<file path="src/rtl/secuenciador_patrones_if.sv">
// Host-side bundle for secuenciador_patrones: search control, serial input, patterns and reports.
interface secuenciador_patrones_if #(
  parameter int unsigned N     = 4,
  parameter int unsigned TMO_W = 8,
  parameter int unsigned CNT_W = 8
) ();
  logic             start;
  logic             stop;
  logic             entrada_serie;
  logic             bit_valid;
  logic [N-1:0]     patron_A;
  logic [N-1:0]     patron_B;
  logic [N-1:0]     patron_C;
  logic [TMO_W-1:0] timeout;
  logic             busy;
  logic [1:0]       estado;
  logic [N-1:0]     word_out;
  logic             word_valid;
  logic             detect;
  logic             fail;
  logic [CNT_W-1:0] hits;

  modport master (
    output start, stop, entrada_serie, bit_valid, patron_A, patron_B, patron_C, timeout,
    input  busy, estado, word_out, word_valid, detect, fail, hits
  );

  modport slave (
    input  start, stop, entrada_serie, bit_valid, patron_A, patron_B, patron_C, timeout,
    output busy, estado, word_out, word_valid, detect, fail, hits
  );
endinterface

</file>
<file path="src/rtl/secuenciador_patrones.sv">
// Frames a qualified MSB-first serial stream into N-bit words and tracks the ordered
// A -> B -> C pattern match with a per-stage word timeout and a saturating hit counter.
module secuenciador_patrones #(
  parameter int unsigned N     = 4,
  parameter int unsigned LOGN  = 2,
  parameter int unsigned TMO_W = 8,
  parameter int unsigned CNT_W = 8
) (
  input logic                    clk,
  input logic                    rst_n,
  secuenciador_patrones_if.slave bus
);

  typedef enum logic [1:0] {
    StIdle  = 2'd0,
    StWaitA = 2'd1,
    StWaitB = 2'd2,
    StWaitC = 2'd3
  } state_e;

  state_e           state_q, state_d;
  logic [N-2:0]     shift_q, shift_d;
  logic [LOGN-1:0]  cnt_q, cnt_d;
  logic [TMO_W-1:0] timer_q, timer_d;
  logic [N-1:0]     word_out_q, word_out_d;
  logic             word_valid_q, word_valid_d;
  logic             detect_q, detect_d;
  logic             fail_q, fail_d;
  logic [CNT_W-1:0] hits_q, hits_d;

  logic [N-1:0] word;
  logic         word_done;
  logic         match_a, match_b, match_c, timer_zero;

  assign word       = {shift_q, bus.entrada_serie};
  assign word_done  = bus.bit_valid && (cnt_q == LOGN'(N - 1));
  assign match_a    = (word == bus.patron_A);
  assign match_b    = (word == bus.patron_B);
  assign match_c    = (word == bus.patron_C);
  assign timer_zero = (timer_q == '0);

  always_comb begin
    state_d      = state_q;
    shift_d      = shift_q;
    cnt_d        = cnt_q;
    timer_d      = timer_q;
    word_out_d   = word_out_q;
    word_valid_d = 1'b0;
    detect_d     = 1'b0;
    fail_d       = 1'b0;
    hits_d       = hits_q;

    if (state_q == StIdle) begin
      if (bus.start && !bus.stop) begin
        state_d = StWaitA;
        shift_d = '0;
        cnt_d   = '0;
      end
    end else if (bus.stop) begin
      // Abort wins over a word completing in this cycle; the partial word is dropped.
      state_d = StIdle;
      cnt_d   = '0;
    end else if (bus.bit_valid) begin
      shift_d = word[N-2:0];
      cnt_d   = word_done ? '0 : cnt_q + LOGN'(1);
      if (word_done) begin
        word_out_d   = word;
        word_valid_d = 1'b1;
        // Stage-advance matches are tested before the A-restart match.
        unique case (state_q)
          StWaitA: begin
            if (match_a) begin
              state_d = StWaitB;
              timer_d = bus.timeout;
            end
          end
          StWaitB: begin
            if (match_b) begin
              state_d = StWaitC;
              timer_d = bus.timeout;
            end else if (match_a) begin
              timer_d = bus.timeout;
            end else if (timer_zero) begin
              fail_d  = 1'b1;
              state_d = StWaitA;
            end else begin
              timer_d = timer_q - TMO_W'(1);
            end
          end
          StWaitC: begin
            if (match_c) begin
              detect_d = 1'b1;
              state_d  = StWaitA;
              if (hits_q != '1) hits_d = hits_q + CNT_W'(1);
            end else if (match_a) begin
              state_d = StWaitB;
              timer_d = bus.timeout;
            end else if (timer_zero) begin
              fail_d  = 1'b1;
              state_d = StWaitA;
            end else begin
              timer_d = timer_q - TMO_W'(1);
            end
          end
          default: ;
        endcase
      end
    end
  end

  always_ff @(posedge clk or negedge rst_n) begin
    if (!rst_n) begin
      state_q      <= StIdle;
      shift_q      <= '0;
      cnt_q        <= '0;
      timer_q      <= '0;
      word_out_q   <= '0;
      word_valid_q <= 1'b0;
      detect_q     <= 1'b0;
      fail_q       <= 1'b0;
      hits_q       <= '0;
    end else begin
      state_q      <= state_d;
      shift_q      <= shift_d;
      cnt_q        <= cnt_d;
      timer_q      <= timer_d;
      word_out_q   <= word_out_d;
      word_valid_q <= word_valid_d;
      detect_q     <= detect_d;
      fail_q       <= fail_d;
      hits_q       <= hits_d;
    end
  end

  assign bus.busy       = (state_q != StIdle);
  assign bus.estado     = state_q;
  assign bus.word_out   = word_out_q;
  assign bus.word_valid = word_valid_q;
  assign bus.detect     = detect_q;
  assign bus.fail       = fail_q;
  assign bus.hits       = hits_q;

endmodule

</file>
<file path="src/flat_wrapper.sv">
// flat-port wrapper written by rule: the top's interface ports become plain ports
module secuenciador_patrones_flat 
#(
  parameter int unsigned N     = 4,
  parameter int unsigned LOGN  = 2,
  parameter int unsigned TMO_W = 8,
  parameter int unsigned CNT_W = 8
)
  (clk, rst_n, bus_start, bus_stop, bus_entrada_serie, bus_bit_valid, bus_patron_A, bus_patron_B, bus_patron_C, bus_timeout, bus_busy, bus_estado, bus_word_out, bus_word_valid, bus_detect, bus_fail, bus_hits);
  secuenciador_patrones_if #(.N(N), .TMO_W(TMO_W), .CNT_W(CNT_W)) bus_i ();
  input logic clk;
  input logic rst_n;
  input wire logic [$bits(bus_i.start)-1:0] bus_start;
  input wire logic [$bits(bus_i.stop)-1:0] bus_stop;
  input wire logic [$bits(bus_i.entrada_serie)-1:0] bus_entrada_serie;
  input wire logic [$bits(bus_i.bit_valid)-1:0] bus_bit_valid;
  input wire logic [$bits(bus_i.patron_A)-1:0] bus_patron_A;
  input wire logic [$bits(bus_i.patron_B)-1:0] bus_patron_B;
  input wire logic [$bits(bus_i.patron_C)-1:0] bus_patron_C;
  input wire logic [$bits(bus_i.timeout)-1:0] bus_timeout;
  output wire logic [$bits(bus_i.busy)-1:0] bus_busy;
  output wire logic [$bits(bus_i.estado)-1:0] bus_estado;
  output wire logic [$bits(bus_i.word_out)-1:0] bus_word_out;
  output wire logic [$bits(bus_i.word_valid)-1:0] bus_word_valid;
  output wire logic [$bits(bus_i.detect)-1:0] bus_detect;
  output wire logic [$bits(bus_i.fail)-1:0] bus_fail;
  output wire logic [$bits(bus_i.hits)-1:0] bus_hits;
  assign bus_i.start = bus_start;
  assign bus_i.stop = bus_stop;
  assign bus_i.entrada_serie = bus_entrada_serie;
  assign bus_i.bit_valid = bus_bit_valid;
  assign bus_i.patron_A = bus_patron_A;
  assign bus_i.patron_B = bus_patron_B;
  assign bus_i.patron_C = bus_patron_C;
  assign bus_i.timeout = bus_timeout;
  assign bus_busy = bus_i.busy;
  assign bus_estado = bus_i.estado;
  assign bus_word_out = bus_i.word_out;
  assign bus_word_valid = bus_i.word_valid;
  assign bus_detect = bus_i.detect;
  assign bus_fail = bus_i.fail;
  assign bus_hits = bus_i.hits;
  secuenciador_patrones #(.N(N), .LOGN(LOGN), .TMO_W(TMO_W), .CNT_W(CNT_W)) u_core (.clk(clk), .rst_n(rst_n), .bus(bus_i));
endmodule
</file>
<file path="config.mk">
export PLATFORM = sky130hd
export DESIGN_NAME = secuenciador_patrones_flat
export DESIGN_NICKNAME = d
export VERILOG_FILES = /design/src/rtl/secuenciador_patrones_if.sv /design/src/rtl/secuenciador_patrones.sv /design/src/flat_wrapper.sv
export SDC_FILE = /design/constraint.sdc
export NUM_CORES = 1
export LEC_CHECK = 0
export BUFFER_PORTS_ARGS = -buffer_cell sky130_fd_sc_hd__buf_2
export CELL_PAD_IN_SITES_DETAIL_PLACEMENT = 1
export CELL_PAD_IN_SITES_GLOBAL_PLACEMENT = 1
export CORE_MARGIN = 3
export CORE_UTILIZATION = 30
export CTS_BUF_LIST = sky130_fd_sc_hd__clkbuf_4 sky130_fd_sc_hd__clkbuf_8 sky130_fd_sc_hd__clkbuf_16
export CTS_CLUSTER_SIZE = 40
export DETAILED_ROUTE_END_ITERATION = 7
export PLACE_DENSITY_LB_ADDON = 0.1
export SETUP_SLACK_MARGIN = 0.02
export SYNTH_ARGS = -nofsm -noshare
export SYNTH_HDL_FRONTEND = slang
export SYNTH_SLANG_ARGS = --single-unit
</file>
<file path="constraint.sdc">
create_clock -name clk -period 2.5 [get_ports clk]
set_input_delay 0 -clock clk [delete_from_list [all_inputs] [get_ports clk]]
set_output_delay 0 -clock clk [all_outputs]
set_load 0.1 [all_outputs]
</file>
## Word level (Yosys, flattened, before mapping)

Index checks and enable logic that the tools add are counted.

- Eq/ne operators: 14
- Add/sub/neg operators: 3
- Bitwise gates (word level): 2
- Reduce and logical (&&, ||, !) cells: 17
- Mux-type cells: 46

Operators by type and width:

| cell | number |
|---|---|
| two-way mux 8 bit | 5 |
| two-way mux 2 bit | 16 |
| one-hot mux 8 bit (3 select lines) | 1 |
| two-way mux 1 bit | 18 |
| AND reduction 7 bit | 2 |
| == test 4 bit | 3 |
| two-way mux 3 bit | 4 |
| nonzero test 3 bit | 3 |
| adder 8 x 1 -> 8 bit (second input constant) | 1 |
| zero test 8 bit | 1 |
| inequality test 8 bit (second input constant) | 1 |
| subtractor 8 x 1 -> 8 bit (second input constant) | 1 |
| == test 2 bit (second input constant) | 3 |
| one-hot mux 2 bit (3 select lines) | 1 |
| AND reduction 6 bit | 1 |
| inequality test 5 bit (second input constant) | 1 |
| nonzero test 5 bit | 1 |
| inequality test 2 x 1 -> 1 bit (second input constant) | 2 |
| inequality test 2 bit (second input constant) | 2 |
| inequality test 4 x 2 -> 1 bit (second input constant) | 1 |
| AND reduction 4 bit | 1 |
| nonzero test 2 bit | 2 |
| AND reduction 3 bit | 1 |
| adder 2 x 1 -> 2 bit (second input constant) | 1 |
| 7 further kinds | 9 |

- Input bits: 26
- Output and inout bits: 18
- Logic and storage cells: 91
- Register bits: 30

## Logic depth before layout (Yosys ltp)

Gate-level depths: netlist (run 1).

- Depth after elaboration: 9
- Gate-level depth with buffers: 7
- Mapped depth without buffers: 7

## Least setup slack after synthesis (run 1)

No wires, ideal clock.

- Kind: register -> register
- Start point: register u_core.state_q[1] (netlist: u_core.bus.estado[1])
- End point: register u_core.state_q[1] (netlist: u_core.bus.estado[1])
- Stages on the path, launching flop included: 8
- Path buffers: 1
- Arrival: 2.875 ns
- Data required time: 2.379 ns
- Setup slack: -0.497 ns
- Library setup time: 0.121 ns
- Period minus slack after synthesis: 2.997 ns
- Cells stage by stage: dfrtp_1 > clkbuf_1 > nor2_1 > inv_1 > a21oi_1 > a21oi_1 > o311ai_0 > o22a_1

- Longest elaborated chain between the ends: 8
- Elaborated cells on any way between the ends: 21
- Classes of those cells: eq/ne: 6; mux: 10; reduce/logical: 5

RTL lines:

| element | line | RTL |
|---|---|---|
| from (decl) | secuenciador_patrones.sv:21 | `state_e state_q, state_d;` |
| from (signal assigned) | secuenciador_patrones.sv:113 | `state_q <= StIdle;` |
| from (signal assigned) | secuenciador_patrones.sv:123 | `state_q <= state_d;` |
| two-way mux 2 bit | n/a |  |
| two-way mux 2 bit, on equally long branches (2 in a row) | n/a |  |
| one-hot mux 2 bit (3 select lines) | secuenciador_patrones.sv:70 | `unique case (state_q)` |
| two-way mux 2 bit | secuenciador_patrones.sv:66 | `if (word_done) begin` |
| two-way mux 2 bit | secuenciador_patrones.sv:63 | `end else if (bus.bit_valid) begin` |
| two-way mux 2 bit | secuenciador_patrones.sv:59 | `end else if (bus.stop) begin` |
| two-way mux 2 bit | secuenciador_patrones.sv:53 | `if (state_q == StIdle) begin` |

Parallel ways exist; a longest one is shown, timed or not. The select of a mux whose other input is x is not followed.
A chain may end at the register's enable or synchronous reset.

## Final worst setup path (run 1)

- Start point: register u_core.shift_q[0]
- End point: register u_core.timer_q[5]

- Longest elaborated chain between the ends: 4
- Elaborated cells on any way between the ends: 10
- Classes of those cells: eq/ne: 5; mux: 4; reduce/logical: 1

RTL lines:

| element | line | RTL |
|---|---|---|
| from (decl) | secuenciador_patrones.sv:22 | `logic [N-2:0] shift_q, shift_d;` |
| from (signal assigned) | secuenciador_patrones.sv:124 | `shift_q <= shift_d;` |
| == test 4 bit | secuenciador_patrones.sv:37 | `assign match_a = (word == bus.patron_A);` |
| two-way mux 8 bit | secuenciador_patrones.sv:95 | `end else if (match_a) begin` |
| two-way mux 8 bit, on equally long branches | secuenciador_patrones.sv:91, secuenciador_patrones.sv:78 |  |
| one-hot mux 8 bit (3 select lines) | secuenciador_patrones.sv:70 |  |
| to (signal assigned) | secuenciador_patrones.sv:126 | `timer_q <= timer_d;` |
| to (decl) | secuenciador_patrones.sv:24 | `logic [TMO_W-1:0] timer_q, timer_d;` |

Parallel ways exist; a longest one is shown, timed or not. The select of a mux whose other input is x is not followed.

==> metrics.txt, run 1 <==
Setup Skew 0.00916 ns; initial antenna violation count 0; slew margin rel. 52.7%; # port buffers 43; clk slew on worst S/H paths 0.07 ns; cell count of the worst reg-to-reg path 5; ys async rst share 100%; critical path class flip-flop to flip-flop; most frequent cell after synthesis dfrtp_1; gate count of the mapped netlist 180; Layout fillers 672; Post-Syn Area 1820 sq um; Syn Nets 210; post-synthesis sequential element count 30; Die H 83.9 microns; count of cell types in the netlist 46; post-synthesis sequential area ratio 41.3%; CP max FO 11; Final Hold Violating Endpoints 0; worst hold path class input pin to flip-flop; crit path capture u_core.timer_q[5]$_DFFE_PN0P_; setup TNS 0 ns; Initial Utilization 32.1%; Tcrit/Tclk final 87.6%; row cnt 27; P&R area growth vs syn 22.8%; H-tree depth 2; peak supply drop 0.000683 V; Hold WS 0.00894 ns; GRT Total Usage 14.3%; clk_lat worst skew 0.28 ns; DRT iter0 DRCs 48; Worst EP required 2.63 ns; CTS Root Cell clkbuf_8; ANT cells 0; kind of end point of the critical path flip-flop; Total Wirelength 4870 microns; DR DRC count 0; status finished clean; CP Data Arrival Time 2.32 ns; TritonCTS clock tree yes; pin count of the biggest net entering global routing 31; Final Slew Violations 0; Worst setup SP type flip-flop; Synth area leader dfrtp_1; Fmax 456 MHz; R2R Path End u_core.timer_q[5]$_DFFE_PN0P_; Die X 83.9 microns; slowest stage delay, CP 0.53 ns; global route overflow 0; drt via density 5.19; first-pass GRT wire length 8120 microns; Worst-Margin Slew 0.709 ns; PwrDens 1040 nW/um^2; DR vias 1551; CP startpoint u_core.shift_q[0]$_DFFE_PN0P_; Post-synth EDFFs 0; max-cap violations 0; Die ar. 7030 sq um; CTS Sinks 30; share of cells above drive strength 1 33.9%; DR pass1 iterations 4; R2R Path Start u_core.shift_q[0]$_DFFE_PN0P_; Crit path max-delay family compound AO/OA/AOI/OAI gates; wire length per cell 16.3 microns; setup slack, reg-to-reg 0.31 ns; Worst path depth 5; Leakage 1.05 nW; post-synth top area share 41.3%; GPL Wtd Cong 0.816; vias in the first global route 1660; top post-synthesis cells by count dfrtp_1, xnor2_1, a21oi_1, nand2_1, inv_1; CTS Buffer Depth 2; Layout Nets 256; yosys warns 0; critical path cell sequence xor2_1 > o41ai_2 > a21o_1 > mux2i_1 > o22ai_1; syn avg cell area 10.1 sq um; RSZ-0062 raised after global routing no; postcts setup bufs 0; TritonCTS buffer count 5; prevailing post-synth register cell dfrtp_1; num ports 44; antenna-violating nets left 0; Core Area 5680 sq um; main area contributors after synthesis dfrtp_1, xnor2_1, mux2_2; post-DP HPWL 3640 microns; crit path time final 2.19 ns; Buf+Inv Stages, Crit Path 0; Slowest-stage cell, CP o41ai_2; Finish-stage setup viols 0
## final cells by class
cell class	instances	area [sq um]	share of cell area (%)
Clock buffer	7	90.1	4.03
Clock inverter	1	5.00	0.224
Inverter	11	45.0	2.02
Multi-Input combinational cell	132	1010	45.1
Sequential cell	30	756	33.8
Tap cell	72	90.1	4.03
Timing Repair Buffer	46	240	10.8
## cells in the final DEF, fill, tap and decap left out, drive strengths merged, types with 4 or more instances in the layout
cell type  netlist  layout
xor2             5       5
mux2             7       7
nor2b            6       6
nor2             7       7
and3             4       4
dfrtp           30      30
nand2           12      12
nand4            5       5
ha               4       4
nor3             5       5
inv             11      10
o22ai            5       5
clkbuf           2       7
a21oi           12      12
mux2i            5       5
buf              5      45
xnor2           14      14
o21ai            6       6
## repair_timing
action                    4_1_cts  5_1_grt
hold buffers                    1        0
gates resized for setup         0        0
hold endpoints to repair       30        0
## routing by layer
| layer | vias to the layer above | part of all wire (%) | global-route usage [%] |
|---|---|---|---|
| met4 | 0 | 0.74 | 4.97 |
| li1 | 749 | - | - |
| met2 | 31 | 48 | 22.8 |
| met3 | 4 | 4.4 | 3.36 |
| met5 | - | 0 | 0 |
| met1 | 767 | 46 | 18.8 |
## power breakdown
| group | switching [W] | internal, W |
|---|---|---|
| Clock | 0.000184 | 0.000233 |
| Sequential | 0.000170 | 0.000605 |
| Combinational | 0.000776 | 0.000347 |
## per-stage QoR
stage / std cells / total power (W) / cell area (sq um) / worst slack, ns / utilization (%)
after detailed placement: 290 / 0.00190 / 2130 / 0.312 / 37.5
final: 299 / 0.00232 / 2230 / 0.309 / 39.4
after CTS: 299 / 0.00234 / 2230 / 0.283 / 39.4
after floorplan: 180 / 0.00167 / 1840 / 0.0686 / -
after global routing: 299 / 0.00248 / 2230 / 0.126 / 39.4
after global placement: 290 / 0.00187 / 2130 / 0.435 / 37.5
## flip-flops by register name, indices dropped and copies added, names as in the netlist
| register | cells |
|---|---|
| u_core.timer_q | 8 |
| u_core.bus.word_valid | 1 |
| u_core.bus.word_out | 4 |
| u_core.bus.detect | 1 |
| u_core.shift_q | 3 |
| u_core.cnt_q | 2 |
| u_core.bus.estado | 2 |
| u_core.bus.fail | 1 |
| u_core.bus.hits | 8 |
## worst register-to-register path: cells and delay by family (launching register included)
family	cells	cell delay, ns
AOI/OAI and AO/OA	3	1.08
xor gates and xnor gates	1	0.22
DFF	1	0.47
muxes	1	0.29
## how the worst min path moves through the flow
stage | start | to | slack [ns] | cells past startpoint
floorplan | rst_n | u_core.bus.detect$_DFF_PN0_ | -0.30 | 0
global placement | rst_n | u_core.bus.word_out[0]$_DFFE_PN0P_ | 0.08 | 1
detailed placement | rst_n | u_core.bus.word_out[1]$_DFFE_PN0P_ | 0.1 | 1
CTS | bus_timeout[2] | u_core.timer_q[2]$_DFFE_PN0P_ | 0.003 | 3
global route | bus_timeout[2] | u_core.timer_q[2]$_DFFE_PN0P_ | 0.03 | 3
finish | bus_timeout[2] | u_core.timer_q[2]$_DFFE_PN0P_ | 0.009 | 3
## cells by family after synthesis
family	count (synthesis)	synth area share (%)
multiplexers	12	7.08
flip-flops	30	41.3
AO/OA/AOI/OAI	46	19.1
AND/OR/NAND/NOR	51	16.4
buffers and inverters	18	4.20
adder cells (fa/ha/maj)	4	2.75
XOR/XNOR	19	9.15
Power figures use the tool's default switching activity.
==> inputs of run 2 (changes only) <==
CORE_ASPECT_RATIO = 0.6   (was not set)
REMOVE_ABC_BUFFERS = 1   (was not set)
==> metrics.txt, run 2 (synthesis results as in run 1) <==
CTS Buffer Depth 2; setup TNS 0 ns; clk slew on worst S/H paths 0.07 ns; Worst-Margin Slew 0.732 ns; critical path cell sequence xnor2_1 > nand4_1 > o221ai_2 > o21bai_1 > o2bb2ai_1; share of cells above drive strength 1 31.7%; antenna-violating nets left 0; Slowest-stage cell, CP o221ai_2; Worst EP required 2.69 ns; most common cell after layout, fill and taps aside buf_2; row cnt 21; Tcrit/Tclk final 89.3%; Final Hold Violating Endpoints 0; status finished clean; DRT iter0 DRCs 93; DR pass1 iterations 4; pin count of the biggest net entering global routing 31; first-pass GRT wire length 8330 microns; Fmax 448 MHz; PwrDens 1100 nW/um^2; CP Data Arrival Time 2.43 ns; slew margin rel. 51.2%; GRT Total Usage 15.2%; Die H 66.3 microns; Final Slew Violations 0; Die X 107 microns; Final Power 0.00251 W; Total Wirelength 4950 microns; max-cap violations 0; ANT cells 0; global route overflow 0; worst hold path class input pin to flip-flop; Layout Nets 259; Worst setup SP type flip-flop; H-tree depth 2; CTS Sinks 30; register area 751 sq um; DR vias 1565; peak supply drop 0.000496 V; initial antenna violation count 0; clk_lat worst skew 0.28 ns; DR DRC count 0; GPL Wtd Cong 0.782; critical path class flip-flop to flip-flop; Initial Utilization 31.8%; TritonCTS clock tree yes; most frequent cells in the layout buf_2, dfrtp_1, xnor2_1, nand2_1, a21oi_1; Layout fillers 672; CP max FO 15; kind of end point of the critical path flip-flop; Leakage 1.09 nW; drt via density 5.05; # port buffers 43; RSZ-0062 raised after global routing no; crit path time final 2.23 ns; slowest stage delay, CP 0.71 ns; CTS Root Cell clkbuf_8; P&R area growth vs syn 26.0%; Setup Skew 0.00347 ns; Die ar. 7070 sq um; num ports 44; Core Area 5730 sq um; Multi-input gate area 992 sq um; post-DP HPWL 3860 microns; vias in the first global route 1669; TritonCTS buffer count 5; wire length per cell 16.0 microns; CTS resizes 0; Finish-stage setup viols 0
[run 2: cell types whose count changed in the layout (fill, tap and decap cells not counted), moves of 2 or more]
| cell | previous run | this run |
|---|---|---|
| dfrtp_1 | 28 | 30 |
| buf_4 | 2 | 4 |
| a21oi_1 | 10 | 12 |
| a21oi_2 | 2 | 0 |
| bufinv_16 | 0 | 2 |
[run 2: path summary, 6_finish.rpt]
path,startpoint,endpoint,slack (ns),cells past startpoint
setup / recovery,u_core.shift_q[0]$_DFFE_PN0P_,u_core.timer_q[0]$_DFFE_PN0P_,0.27,5
hold / removal,bus_timeout[7],u_core.timer_q[7]$_DFFE_PN0P_,0.03,3
setup reg to reg,u_core.shift_q[0]$_DFFE_PN0P_,u_core.timer_q[0]$_DFFE_PN0P_,0.27,5
hold reg to reg,u_core.bus.word_out[0]$_DFFE_PN0P_,u_core.bus.word_out[0]$_DFFE_PN0P_,0.50,1
max in group asynchronous,rst_n,u_core.timer_q[0]$_DFFE_PN0P_,1.74,2
min in group asynchronous,rst_n,u_core.bus.hits[0]$_DFFE_PN0P_,0.30,2
[run 2: per-stage QoR]
stage          hold slack [ns]  setup WS, ns  instance area [sq um]  util [%]  cells
3_3_place_gp            0.0963         0.409                   2130      37.2    300
6_report                0.0264         0.266                   2290      40.0    310
5_1_grt                 0.0536        0.0382                   2290      40.0    310
3_5_place_dp            0.0940         0.277                   2130      37.2    300
2_1_floorplan           -0.296        -0.470                   1780         -    173
4_1_cts                 0.0284         0.249                   2290      40.0    310
[run 2: power breakdown]
group / switching (W) / internal, W / total [W]
clock: 0.000192 / 0.000425 / 0.000617
sequential: 0.000155 / 0.000598 / 0.000753
combinational: 0.000785 / 0.000357 / 0.00114
[run 2: layer usage]
metal,track usage [%],up-vias,wire length (microns)
met4,2.39,0,27
li1,-,755,-
met1,21.1,780,2500
met2,24.2,26,2240
met3,4.10,4,190
met5,0,-,0
[run 2: final cells by class]
cell class	instances	area share (%)
Multi-Input combinational cell	132	43.3
Sequential cell	30	32.8
Timing Repair Buffer	49	11.6
Tap cell	80	4.37
Clock buffer	6	3.60
Clock inverter	2	2.62
Inverter	11	1.80
[run 2: critical path, delay by kind of cell (launching register included)]
kind,cells,cell delay (ns)
compound gates,3,1.13
flops,1,0.47
simple gates,1,0.32
xor+xnor,1,0.22
[run 2: repair_timing]
action | in CTS | in global routing
hold buffers | 2 | 0
setup buffers | 0 | 0
endpoints found under the hold margin | 31 | 0
